**src/rtl/i2c_reg_slave.sv**
```systemverilog
// i2c_reg_slave: I2C slave giving access to 16-bit registers through an 8-bit
// auto-incrementing register pointer (write: dev, reg, hi, lo...; read: dev+R, hi, lo...).
module i2c_reg_slave #(
    parameter logic [6:0]  SLAVE_ADDR  = 7'h5D,
    parameter int unsigned SYNC_STAGES = 2
) (
    input  logic        clock,
    input  logic        reset_n,
    input  logic        scl_in,
    input  logic        sda_in,
    output logic        sda_oe,
    output logic [7:0]  reg_addr,
    output logic [15:0] reg_wdata,
    output logic        reg_wr_en,
    input  logic [15:0] reg_rdata,
    output logic        busy
);

    localparam int unsigned CNT_W = 4;

    typedef enum logic [3:0] {
        IDLE, DEV_ADDR, ACK_DEV, REG_ADDR, ACK_REG, WR_HI, ACK_HI, WR_LO, ACK_LO,
        RD_HI, MACK_HI, RD_LO, MACK_LO, WAIT_STOP
    } state_t;

    state_t                 state_q, state_d;
    logic [SYNC_STAGES-1:0] scl_sync_q, scl_sync_d, sda_sync_q, sda_sync_d;
    logic                   scl_prev_q, scl_prev_d, sda_prev_q, sda_prev_d;
    logic [CNT_W-1:0]       cnt_q, cnt_d;
    logic [7:0]             rx_q, rx_d, data_hi_q, data_hi_d;
    logic [15:0]            tx_q, tx_d;
    logic                   mack_q, mack_d;      // 1 = master NACK
    logic                   reload_q, reload_d;  // refill tx after pointer bump
    logic                   sda_oe_q, sda_oe_d;
    logic [7:0]             reg_addr_q, reg_addr_d;
    logic [15:0]            reg_wdata_q, reg_wdata_d;
    logic                   reg_wr_en_q, reg_wr_en_d;
    logic                   busy_q, busy_d;

    logic scl_s, sda_s, scl_rise_c, scl_fall_c, start_c, stop_c;

    // Synchronized bus lines and bus condition detection
    assign scl_s      = scl_sync_q[SYNC_STAGES-1];
    assign sda_s      = sda_sync_q[SYNC_STAGES-1];
    assign scl_rise_c = scl_s & ~scl_prev_q;
    assign scl_fall_c = ~scl_s & scl_prev_q;
    assign start_c    = scl_s & scl_prev_q & sda_prev_q & ~sda_s;
    assign stop_c     = scl_s & scl_prev_q & ~sda_prev_q & sda_s;

    // Next-state and registered-output logic
    always_comb begin
        state_d     = state_q;
        scl_sync_d  = SYNC_STAGES'({scl_sync_q, scl_in});
        sda_sync_d  = SYNC_STAGES'({sda_sync_q, sda_in});
        scl_prev_d  = scl_s;
        sda_prev_d  = sda_s;
        cnt_d       = cnt_q;
        rx_d        = rx_q;
        data_hi_d   = data_hi_q;
        tx_d        = tx_q;
        mack_d      = mack_q;
        reload_d    = 1'b0;
        sda_oe_d    = sda_oe_q;
        reg_addr_d  = reg_addr_q;
        reg_wdata_d = reg_wdata_q;
        reg_wr_en_d = 1'b0;

        if (reg_wr_en_q) reg_addr_d = reg_addr_q + 8'd1;

        if (reload_q) begin
            tx_d     = reg_rdata;
            sda_oe_d = ~reg_rdata[15];
        end

        if (start_c) begin
            state_d  = DEV_ADDR;
            cnt_d    = '0;
            sda_oe_d = 1'b0;
            reload_d = 1'b0;
        end else if (stop_c) begin
            state_d  = IDLE;
            cnt_d    = '0;
            sda_oe_d = 1'b0;
            reload_d = 1'b0;
        end else begin
            case (state_q)
                DEV_ADDR, REG_ADDR, WR_HI, WR_LO: begin
                    if (scl_rise_c) begin
                        rx_d  = {rx_q[6:0], sda_s};
                        cnt_d = cnt_q + CNT_W'(1);
                        if (cnt_q == CNT_W'(7)) begin
                            if (state_q == REG_ADDR) reg_addr_d = {rx_q[6:0], sda_s};
                            if (state_q == WR_LO) begin
                                reg_wdata_d = {data_hi_q, rx_q[6:0], sda_s};
                                reg_wr_en_d = 1'b1;
                            end
                        end
                    end else if (scl_fall_c && cnt_q == CNT_W'(8)) begin
                        cnt_d = '0;
                        if (state_q == DEV_ADDR) begin
                            if (rx_q[7:1] == SLAVE_ADDR) begin
                                state_d  = ACK_DEV;
                                sda_oe_d = 1'b1;
                            end else begin
                                state_d  = WAIT_STOP;
                            end
                        end else if (state_q == REG_ADDR) begin
                            state_d  = ACK_REG;
                            sda_oe_d = 1'b1;
                        end else if (state_q == WR_HI) begin
                            data_hi_d = rx_q;
                            state_d   = ACK_HI;
                            sda_oe_d  = 1'b1;
                        end else begin
                            state_d  = ACK_LO;
                            sda_oe_d = 1'b1;
                        end
                    end
                end
                ACK_DEV, ACK_REG, ACK_HI, ACK_LO: begin
                    if (scl_fall_c) begin
                        sda_oe_d = 1'b0;
                        cnt_d    = '0;
                        if (state_q == ACK_DEV) begin
                            if (rx_q[0]) begin
                                state_d  = RD_HI;
                                tx_d     = reg_rdata;
                                sda_oe_d = ~reg_rdata[15];
                            end else begin
                                state_d  = REG_ADDR;
                            end
                        end else if (state_q == ACK_HI) begin
                            state_d = WR_LO;
                        end else begin
                            state_d = WR_HI;
                        end
                    end
                end
                RD_HI, RD_LO: begin
                    if (scl_rise_c) begin
                        cnt_d = cnt_q + CNT_W'(1);
                    end else if (scl_fall_c) begin
                        if (cnt_q == CNT_W'(8)) begin
                            cnt_d    = '0;
                            sda_oe_d = 1'b0;
                            state_d  = (state_q == RD_HI) ? MACK_HI : MACK_LO;
                        end else begin
                            tx_d     = tx_q << 1;
                            sda_oe_d = ~tx_d[15];
                        end
                    end
                end
                MACK_HI, MACK_LO: begin
                    if (scl_rise_c) begin
                        mack_d = sda_s;
                    end else if (scl_fall_c) begin
                        cnt_d = '0;
                        if (mack_q) begin
                            state_d  = WAIT_STOP;
                            sda_oe_d = 1'b0;
                        end else if (state_q == MACK_HI) begin
                            state_d  = RD_LO;
                            tx_d     = tx_q << 1;
                            sda_oe_d = ~tx_d[15];
                        end else begin
                            state_d    = RD_HI;
                            reg_addr_d = reg_addr_q + 8'd1;
                            reload_d   = 1'b1;
                        end
                    end
                end
                default: begin
                    sda_oe_d = 1'b0;
                end
            endcase
        end

        busy_d = (state_d != IDLE) && (state_d != WAIT_STOP);
    end

    // State and output registers
    always_ff @(posedge clock or negedge reset_n) begin
        if (!reset_n) begin
            state_q     <= IDLE;
            scl_sync_q  <= '1;
            sda_sync_q  <= '1;
            scl_prev_q  <= 1'b1;
            sda_prev_q  <= 1'b1;
            cnt_q       <= '0;
            rx_q        <= '0;
            data_hi_q   <= '0;
            tx_q        <= '0;
            mack_q      <= 1'b0;
            reload_q    <= 1'b0;
            sda_oe_q    <= 1'b0;
            reg_addr_q  <= '0;
            reg_wdata_q <= '0;
            reg_wr_en_q <= 1'b0;
            busy_q      <= 1'b0;
        end else begin
            state_q     <= state_d;
            scl_sync_q  <= scl_sync_d;
            sda_sync_q  <= sda_sync_d;
            scl_prev_q  <= scl_prev_d;
            sda_prev_q  <= sda_prev_d;
            cnt_q       <= cnt_d;
            rx_q        <= rx_d;
            data_hi_q   <= data_hi_d;
            tx_q        <= tx_d;
            mack_q      <= mack_d;
            reload_q    <= reload_d;
            sda_oe_q    <= sda_oe_d;
            reg_addr_q  <= reg_addr_d;
            reg_wdata_q <= reg_wdata_d;
            reg_wr_en_q <= reg_wr_en_d;
            busy_q      <= busy_d;
        end
    end

    assign sda_oe    = sda_oe_q;
    assign reg_addr  = reg_addr_q;
    assign reg_wdata = reg_wdata_q;
    assign reg_wr_en = reg_wr_en_q;
    assign busy      = busy_q;

endmodule
```
**config.mk**
```make
export PLATFORM = sky130hd
export DESIGN_NAME = i2c_reg_slave
export DESIGN_NICKNAME = d
export VERILOG_FILES = /design/src/rtl/i2c_reg_slave.sv
export SDC_FILE = /design/constraint.sdc
export NUM_CORES = 1
export LEC_CHECK = 0
export CELL_PAD_IN_SITES_DETAIL_PLACEMENT = 1
export CELL_PAD_IN_SITES_GLOBAL_PLACEMENT = 1
export CORE_MARGIN = 2
export CORE_UTILIZATION = 40
export DETAILED_ROUTE_END_ITERATION = 8
export GPL_TIMING_DRIVEN = 0
export PLACE_DENSITY_LB_ADDON = 0.15
export RECOVER_POWER = 25
export SLEW_MARGIN = 20
export SYNTH_ARGS = -nofsm -noshare
export SYNTH_HDL_FRONTEND = slang
export SYNTH_SLANG_ARGS = --single-unit
```
**constraint.sdc**
```tcl
create_clock -name clock -period 2.2 [get_ports clock]
set_input_delay 0.22 -clock clock [delete_from_list [all_inputs] [get_ports clock]]
set_output_delay 0.22 -clock clock [all_outputs]
set_load 0.01 [all_outputs]
```
# Yosys cells after proc, flatten, opt, wreduce, memory -nomap -nowiden
# Index checks and enable logic that the tools add are counted.
word_totals:
  elab_cells: 156
  output_inout_bits: 27
  reg_bits: 75
  in_bits: 20
op_classes:
  reduce_logical: 13
  mux: 87
  eq_ne: 20
  bitwise: 18
  n_addsub: 2
op_table:
  columns: ["operator", "count"]
  rows:
  - ["16-bit 2-to-1 mux", 13]
  - ["4-bit 2-to-1 mux", 25]
  - ["8-bit 2-to-1 mux", 10]
  - ["16-bit one-hot mux with 3 select lines", 1]
  - ["4-bit one-hot mux with 4 select lines", 2]
  - ["1-bit 2-to-1 mux", 30]
  - ["4-bit == test (second input constant)", 6]
  - ["4-bit by 3-bit == test with 1-bit output (second input constant)", 5]
  - ["8-bit one-hot mux with 2 select lines", 1]
  - ["5-bit inequality test (second input constant)", 3]
  - ["1-bit inverter", 11]
  - ["8-bit by 1-bit adder with 8-bit output (second input constant)", 1]
  - ["4-bit by 2-bit == test with 1-bit output (second input constant)", 2]
  - ["4-bit inequality test (second input constant)", 2]
  - ["4-bit AND reduction", 2]
  - ["8-bit AND reduction", 1]
  - ["4-bit OR reduction", 2]
  - ["1-bit AND", 7]
  - ["7-bit == test (second input constant)", 1]
  - ["3-bit 2-to-1 mux", 2]
  - ["6-bit AND reduction", 1]
  - ["6-bit nonzero test", 1]
  - ["5-bit AND reduction", 1]
  - ["4-bit by 1-bit adder with 4-bit output (second input constant)", 1]
  - ["other kinds (6)", 9]

# Depth between registers and ports, before layout
# Gate-level depths: netlist of the first run.
depth:
  ltp_word: 11
  ltp_mapped: 9

# Least setup slack after synthesis of the first run
# OpenSTA, ideal clock, no wires.
synth_timing:
  path_type: "reg-to-reg"
  startpoint: "register scl_prev_q"
  endpoint: "register reg_addr_q[1], in the netlist reg_addr[1]"
  setup_ps: 126
  path_slack_ps: 67
  synth_period_minus_slack_ps: 2133
  path_stages_with_launch: 10
  arrival_ps: 2007
  path_buffers: 1
  path_cell_list: "dfstp_2 inv_1 ha_1 buf_2 nand2b_2 a211oi_2 o22ai_2 nor2_2 nor2_1 a221o_1"
synth_between:
  elab_chain_cells: 6
synth_lines:
  columns: ["item", "line", "text"]
  rows:
  - ["start: declaration", "28", "logic scl_prev_q, scl_prev_d, sda_prev_q, sda_prev_d;"]
  - ["start signal: assignment", "204", "scl_prev_q <= scl_prev_d;"]
  - ["1-bit AND or 1-bit inverter (tied branches)", "46, 45", null]
  - ["8-bit 2-to-1 mux or 1-bit AND (tied branches)", "156, 45", null]
  - ["8-bit 2-to-1 mux (on tied branches)", "154, 88", null]
  - ["8-bit one-hot mux with 2 select lines", "86", "case (state_q)"]
  - ["8-bit 2-to-1 mux", "80", "end else if (stop_c) begin"]
  - ["8-bit 2-to-1 mux *", "75", "if (start_c) begin"]
  - ["net reg_addr_d[1]", "35", "logic [7:0] reg_addr_q, reg_addr_d;"]
  - ["end signal: assignment", "213", "reg_addr_q <= reg_addr_d;"]
  - ["end: declaration", "35", null]
# Mark *: on every way through the listed nets, which the timed path passes. The rest lies on a longest branch.
# A chain may end at the register's enable or synchronous reset.

# Worst setup path after layout of the first run
# Ends and elaborated chain as after synthesis.

==> results of run 1 <==
-- cell families after synthesis --
logic type,Yosys count
AND/OR/NAND/NOR,109
multiplexers,47
buffers and inverters,36
flip-flops,74
XOR/XNOR,11
adder cells (fa/ha/maj),6
AO/OA/AOI/OAI,109
-- registers in the layout, summed over array words and instances (netlist names) --
register    count
reg_addr        8
busy            1
rx_q            8
reg_wr_en       1
scl_sync_q      2
scl_prev_q      1
reg_wdata      16
state_q         4
sda_prev_q      1
data_hi_q       8
tx_q           15
sda_sync_q      2
sda_oe          1
cnt_q           4
mack_q          1
reload_q        1
-- cell type report --
class | instances | area [um^2]
Buffer | 19 | 129
Sequential cell | 74 | 1860
Timing Repair Buffer | 68 | 627
Clock inverter | 7 | 103
Multi-Input combinational cell | 282 | 2210
Tap cell | 136 | 170
Inverter | 15 | 56.3
Clock buffer | 9 | 124
Fill cell | 1133 | 4900
-- power by group through the flow --
stage	combinational (mW)	sequential (mW)	clock, mW
6_report	1.78	1.74	1.21
5_1_grt	1.92	1.77	1.29
4_1_cts	1.66	1.74	1.24
3_5_place_dp	1.55	1.76	0
3_3_place_gp	1.53	1.76	0
2_1_floorplan	1.09	1.68	0
-- stage by stage --
step	hold WS, ns	power [mW]	instance area, um^2	TNS (ns)	util, %
floorplan	-0.0756	2.77	4140	0	-
global placement	0.346	3.29	4770	-131.48	46.8
detailed placement	0.200	3.32	4790	-8.37	47.0
CTS	0.262	4.64	5170	-0.0880	50.7
global route	0.363	4.98	5280	-0.157	51.8
finish	0.359	4.74	5280	0	51.8
-- layout by cell type (no fill, tap or decap), types with 4 or more instances in the layout --
cell             count
nor4_4               4
mux2_2              24
buf_2                6
ha_1                 4
nor2b_1              6
inv_1               14
o221ai_1             4
nand3_1             10
nor3_1               6
nand2b_1             6
buf_6                5
o21ai_2              4
xor2_1               5
clkdlybuf4s50_1     43
clkbuf_8             9
nand2_1             27
mux2i_1             15
a31oi_1              4
a21oi_1             16
buf_4               23
and3_1               5
xnor2_1              6
mux2_1               8
nor2_1              11
o21ai_0             11
o22ai_1             20
dfrtp_1             67
a22oi_1             18
dfstp_2              6
-- worst max-delay path by stage --
stage,end,slack [ns],cells past startpoint,startpoint
finish,reg_addr[1]$_DFF_PN0_,0.05,9,scl_prev_q$_DFF_PN1_
global route,busy$_DFF_PN0_,-0.06,9,scl_prev_q$_DFF_PN1_
CTS,reg_addr[1]$_DFF_PN0_,-0.06,9,scl_prev_q$_DFF_PN1_
detailed placement,data_hi_q[6]$_DFFE_PN0P_,-0.45,7,scl_prev_q$_DFF_PN1_
global placement,reg_wdata[4]$_DFFE_PN0P_,-1.76,1,reset_n
floorplan,reg_addr[1]$_DFF_PN0_,0.07,9,scl_prev_q$_DFF_PN1_
-- critical path: cells and delay by family, from the launching register on --
family	cells	cell delay (ns)
AOI/OAI and AO/OA	3	0.73
DFF	1	0.55
adders and majority gates	1	0.16
buffers and inverters	2	0.18
and+or+nand+nor	3	0.41
-- metal layers --
metal	GRT usage [%]	up-vias	wire length, um
met4	7.52	0	196
li1	-	1617	-
met1	29.5	1769	5360
met2	36.8	100	5920
met3	3.15	13	550
met5	0	-	0
-- what timing repair did --
action                                 in CTS  in global routing
pin swaps                                   9                  9
buffers inserted                           15                  5
setup endpoints to repair                  46                 48
resized for setup                           8                 29
hold buffers                                1                  0
endpoints found under the hold margin      27                  0
==> impl_metrics.ini, run 1 <==
[outcome]
status = finished, final reports clean

[sta]
finalCritPeriodShare_pct = 97.8
rsz0062_at_grt = true
max-slew-margin-rel_pct = 44.3
timing.fmax_ghz = 0.465
min_period_ns = 2.15
final_hold_viol_count = 0
setup_viol_count_final = 0
slew_violations = 0
worstMarginPinSlew_ns = 0.836
skew_ns = 0.0168
setup_ws_ns = 0.0476

[placement]
place_ws_ns = -0.454
port-buffer-count = 46
dp_cells = 575
place_hpwl_mm = 8.25
gp_congestion = 0.902

[logic_synthesis]
synth_top_area_share_pct = 41.1
synth_compound_area_share_pct = 18.2
synth_top_family_by_area = compound AO/OA/AOI/OAI gates
yosysUniqueCellTypes = 68
synth-xor-area-share_pct = 2.33
yosysTopAreaCell = dfrtp_1
muxShareOfSynthArea_pct = 12.3
yosysSeqAreaShare_pct = 44.9
yosys_warnings = 0
synth_edf_count = 0
synth_most_common_cell = dfrtp_1
synthArstFlopShare_pct = 100
yosys.area_share.simple_pct = 16.1
synth_top_cells_by_count = dfrtp_1, nand2_1, mux2_2
ys.flop_type = dfrtp_1
syn_area_per_cell_um2 = 10.6
synthesis.area_um2 = 4140
synth-seq-cells = 74
synthTopCellsByArea = dfrtp_1, mux2_2, dfstp_2, mux2i_1, a22oi_1
postSynthCellCount = 392
synthAdderAreaFrac_pct = 1.81
syn_nets = 418

[flow_run]
cap_violations = 0

[cells_and_area]
diodes = 0
layout.nets = 495
instances_no_fill = 610
area_delta_synth_final_pct = 27.6
drive_above_1_share_pct = 25.1

[floorplan]
die-area_um2 = 11200
start_util_pct = 40.6
fp.coreArea_um2 = 10200
rows = 37
fp.dieW_um = 106
die_h_um = 106
ios = 47

[hold_path]
hp-class = flip-flop to flip-flop
min_to = sda_sync_q[1]$_DFF_PN1_
hp-start = sda_sync_q[0]$_DFF_PN1_
hold_path_depth = 0

[routing]
drt_first_pass_iters = 4
drt-total-wl_mm = 12.0
drt_iter0_drc = 227
via_count = 3499
ant_nets = 0
via_per_inst = 5.74
drc_errors = 0
routedWlPerCell_um = 19.7

[setup_path]
crit_required_ns = 2.43
r2r_slack_ns = 0.05
r2r_start = scl_prev_q$_DFF_PN1_
start_kind = flip-flop
r2r_end = reg_addr[1]$_DFF_PN0_
worstSetupPathType = flip-flop to flip-flop
reg2regPathDepth = 9
cp_max_fo = 6
worst_ep_arrival_time_ns = 2.38
cp_slowest_cell = dfstp_2
slowest_delay_ns = 0.55
crit_path_end_kind = flip-flop
crit_chain = inv_1 -> ha_2 -> buf_6 -> nand2b_4 -> a211oi_4 -> o22ai_4 -> nor2_4 -> nor2_2 -> a221o_1

[cts]
cts_tree = built
h-tree-depth = 3
clk_latency_ns = 0.35
ctsRootBufferMaster = clkbuf_8
numCtsBuffers = 9
cts.path.max_buffers = 2
clk_pin_slew_ns = 0.08
clkSinkCount = 74

[power_and_ir_drop]
p_seq_share_pct = 36.8
ir_worst_vdd_mv = 0.455
switching_share_pct = 39.7
p_comb_share_pct = 37.6
p_leak_nw = 2.22
p_sw_mw = 1.88
p_int_mw = 2.86
power.density_nw_per_um2 = 897
p_clk_share_pct = 25.6

[global_routing]
antenna_found_initial = 0
grt_max_degree = 42
overflow = 0
grt_pass1_vias = 3623
grt_usage_pct = 22.1
grt_pass1_wl_mm = 19.5
Power figures use the tool's default switching activity.
==> run 2: changes to the inputs <==
- CTS_CLUSTER_SIZE: unset -> 24
- REMOVE_ABC_BUFFERS: unset -> 1
- TNS_END_PERCENT: unset -> 1
==> run 2 against run 1 <==
  * Cell count decreased by 4.8%
  * Register-to-register slack got worse by 0.04 ns
  * Highest routed layer unchanged
  * Fmax decreased by 1.8%
  * Critical endpoint is now reg_addr[4]$_DFF_PN0_
==> impl_metrics.ini, run 2 (synthesized netlist as in run 1, its figures left out) <==
[sta]
max-slew-margin-rel_pct = 17.9
tns_ns = 0
finalCritPeriodShare_pct = 99.6
slew_violations = 0
min_period_ns = 2.19
timing.fmax_ghz = 0.456
setup_ws_ns = 0.00834
worstMarginPinSlew_ns = 1.23
skew_ns = 0.0104
final_hold_viol_count = 0
setup_viol_count_final = 0
rsz0062_at_grt = true

[flow_run]
cap_violations = 0

[routing]
ant_nets = 0
drt_first_pass_iters = 4
via_count = 3316
routedWlPerCell_um = 19.2
drt_iter0_drc = 345
via_per_inst = 5.71
drt-total-wl_mm = 11.2
drc_errors = 0

[floorplan]
fp.coreArea_um2 = 10200
start_util_pct = 40.6
die-area_um2 = 11200
rows = 37
die_h_um = 106
ios = 47
fp.dieW_um = 106

[power_and_ir_drop]
ir_worst_vdd_mv = 0.522
power.density_nw_per_um2 = 876
fin_total_pwr_mw = 4.43
p_leak_nw = 2.07

[placement]
gp_congestion = 0.877
port-buffer-count = 46
dp_cells = 554
place_hpwl_mm = 7.56
place_ws_ns = -1.12

[cts]
clk_pin_slew_ns = 0.09
clk_latency_ns = 0.37
cts_tree = built
h-tree-depth = 3
clkSinkCount = 74
numCtsBuffers = 9
ctsRootBufferMaster = clkbuf_8
cts.path.max_buffers = 2

[cells_and_area]
drive_above_1_share_pct = 18.4
layout.nets = 466
area_delta_synth_final_pct = 22.4
most-common-layout-cells = dfrtp_1, clkdlybuf4s50_1, nand2_1
final_common_cell = dfrtp_1
diodes = 0
final.fill_count = 1142
fin_util_pct = 49.7
largest_reg_flops = 16
instances_no_fill = 581

[global_routing]
antenna_found_initial = 0
grt_pass1_wl_mm = 18.6
grt_usage_pct = 21.1
grt_pass1_vias = 3618
grt_max_degree = 57
overflow = 0

[setup_path]
cp_max_fo = 25
start_kind = flip-flop
worstSetupPathType = flip-flop to flip-flop
reg2regPathDepth = 6
crit_required_ns = 2.49
worst_ep_arrival_time_ns = 2.48
crit_path_end_kind = flip-flop

[hold_path]
hold_path_depth = 0
hp-class = flip-flop to flip-flop

[outcome]
status = finished, final reports clean
==> run 2: path summary, 6_finish.rpt <==
path / from / end / slack (ns)
max: state_q[0]$_DFF_PN0_ / reg_addr[4]$_DFF_PN0_ / 0.008
min: scl_sync_q[0]$_DFF_PN1_ / scl_sync_q[1]$_DFF_PN1_ / 0.37
max reg2reg: state_q[0]$_DFF_PN0_ / reg_addr[4]$_DFF_PN0_ / 0.008
min reg2reg: scl_sync_q[0]$_DFF_PN1_ / scl_sync_q[1]$_DFF_PN1_ / 0.37
max in group asynchronous: reset_n / sda_sync_q[1]$_DFF_PN1_ / 0.68
min in group asynchronous: reset_n / cnt_q[1]$_DFFE_PN0P_ / 0.62
==> run 2: report_power, final <==
part           total [mW]  leakage, nW  switching, mW  internal [mW]
Clock                1.13       0.0988          0.591          0.544
Combinational        1.37        0.985          0.781          0.584
Sequential           1.93        0.981          0.410           1.52
Total                4.43         2.07           1.78           2.65
==> run 2: final cells by class <==
| type | count | area (um^2) | area share, % |
|---|---|---|---|
| inverter | 15 | 56.3 | 1.11 |
| tap | 136 | 170 | 3.36 |
| sequential | 74 | 1870 | 37.0 |
| timing repair buffer | 58 | 592 | 11.7 |
| multi-input combinational | 282 | 2170 | 42.8 |
| clock buffer | 9 | 124 | 2.45 |
| clock inverter | 7 | 82.6 | 1.63 |
==> run 2: timing repair <==
action                     in CTS  in global routing
hold endpoints to repair       18                  0
hold buffers                    1                  0
gates resized for setup        11                  7
setup endpoints to repair      60                 47
pin swaps                       6                  4
buffers inserted                9                  1
gates cloned                    0                  0
==> run 2: metal layers <==
| metal | global-route usage [%] | wire length (um) | share of wire [%] |
|---|---|---|---|
| met5 | 0 | 0 | 0 |
| met1 | 27.9 | 5020 | 45 |
| met2 | 35.1 | 5530 | 50 |
| met3 | 4.02 | 477 | 4.3 |
| met4 | 6.77 | 128 | 1.1 |
==> run 2: critical path, cell delays in order (launching register included) <==
cell and delay [ns]:
dfrtp_4 0.61, or2_2 0.39, nor4_4 0.42, nand2_1 0.19, nand2b_1 0.17, a41oi_1 0.15, o21ai_1 0.18
==> run 2: per-stage QoR <==
stage | cell area (um^2) | hold slack, ns
2_1_floorplan | 4020 | -0.0756
3_3_place_gp | 4650 | 0.345
3_5_place_dp | 4670 | 0.130
4_1_cts | 5020 | 0.237
5_1_grt | 5060 | 0.371
6_report | 5060 | 0.367
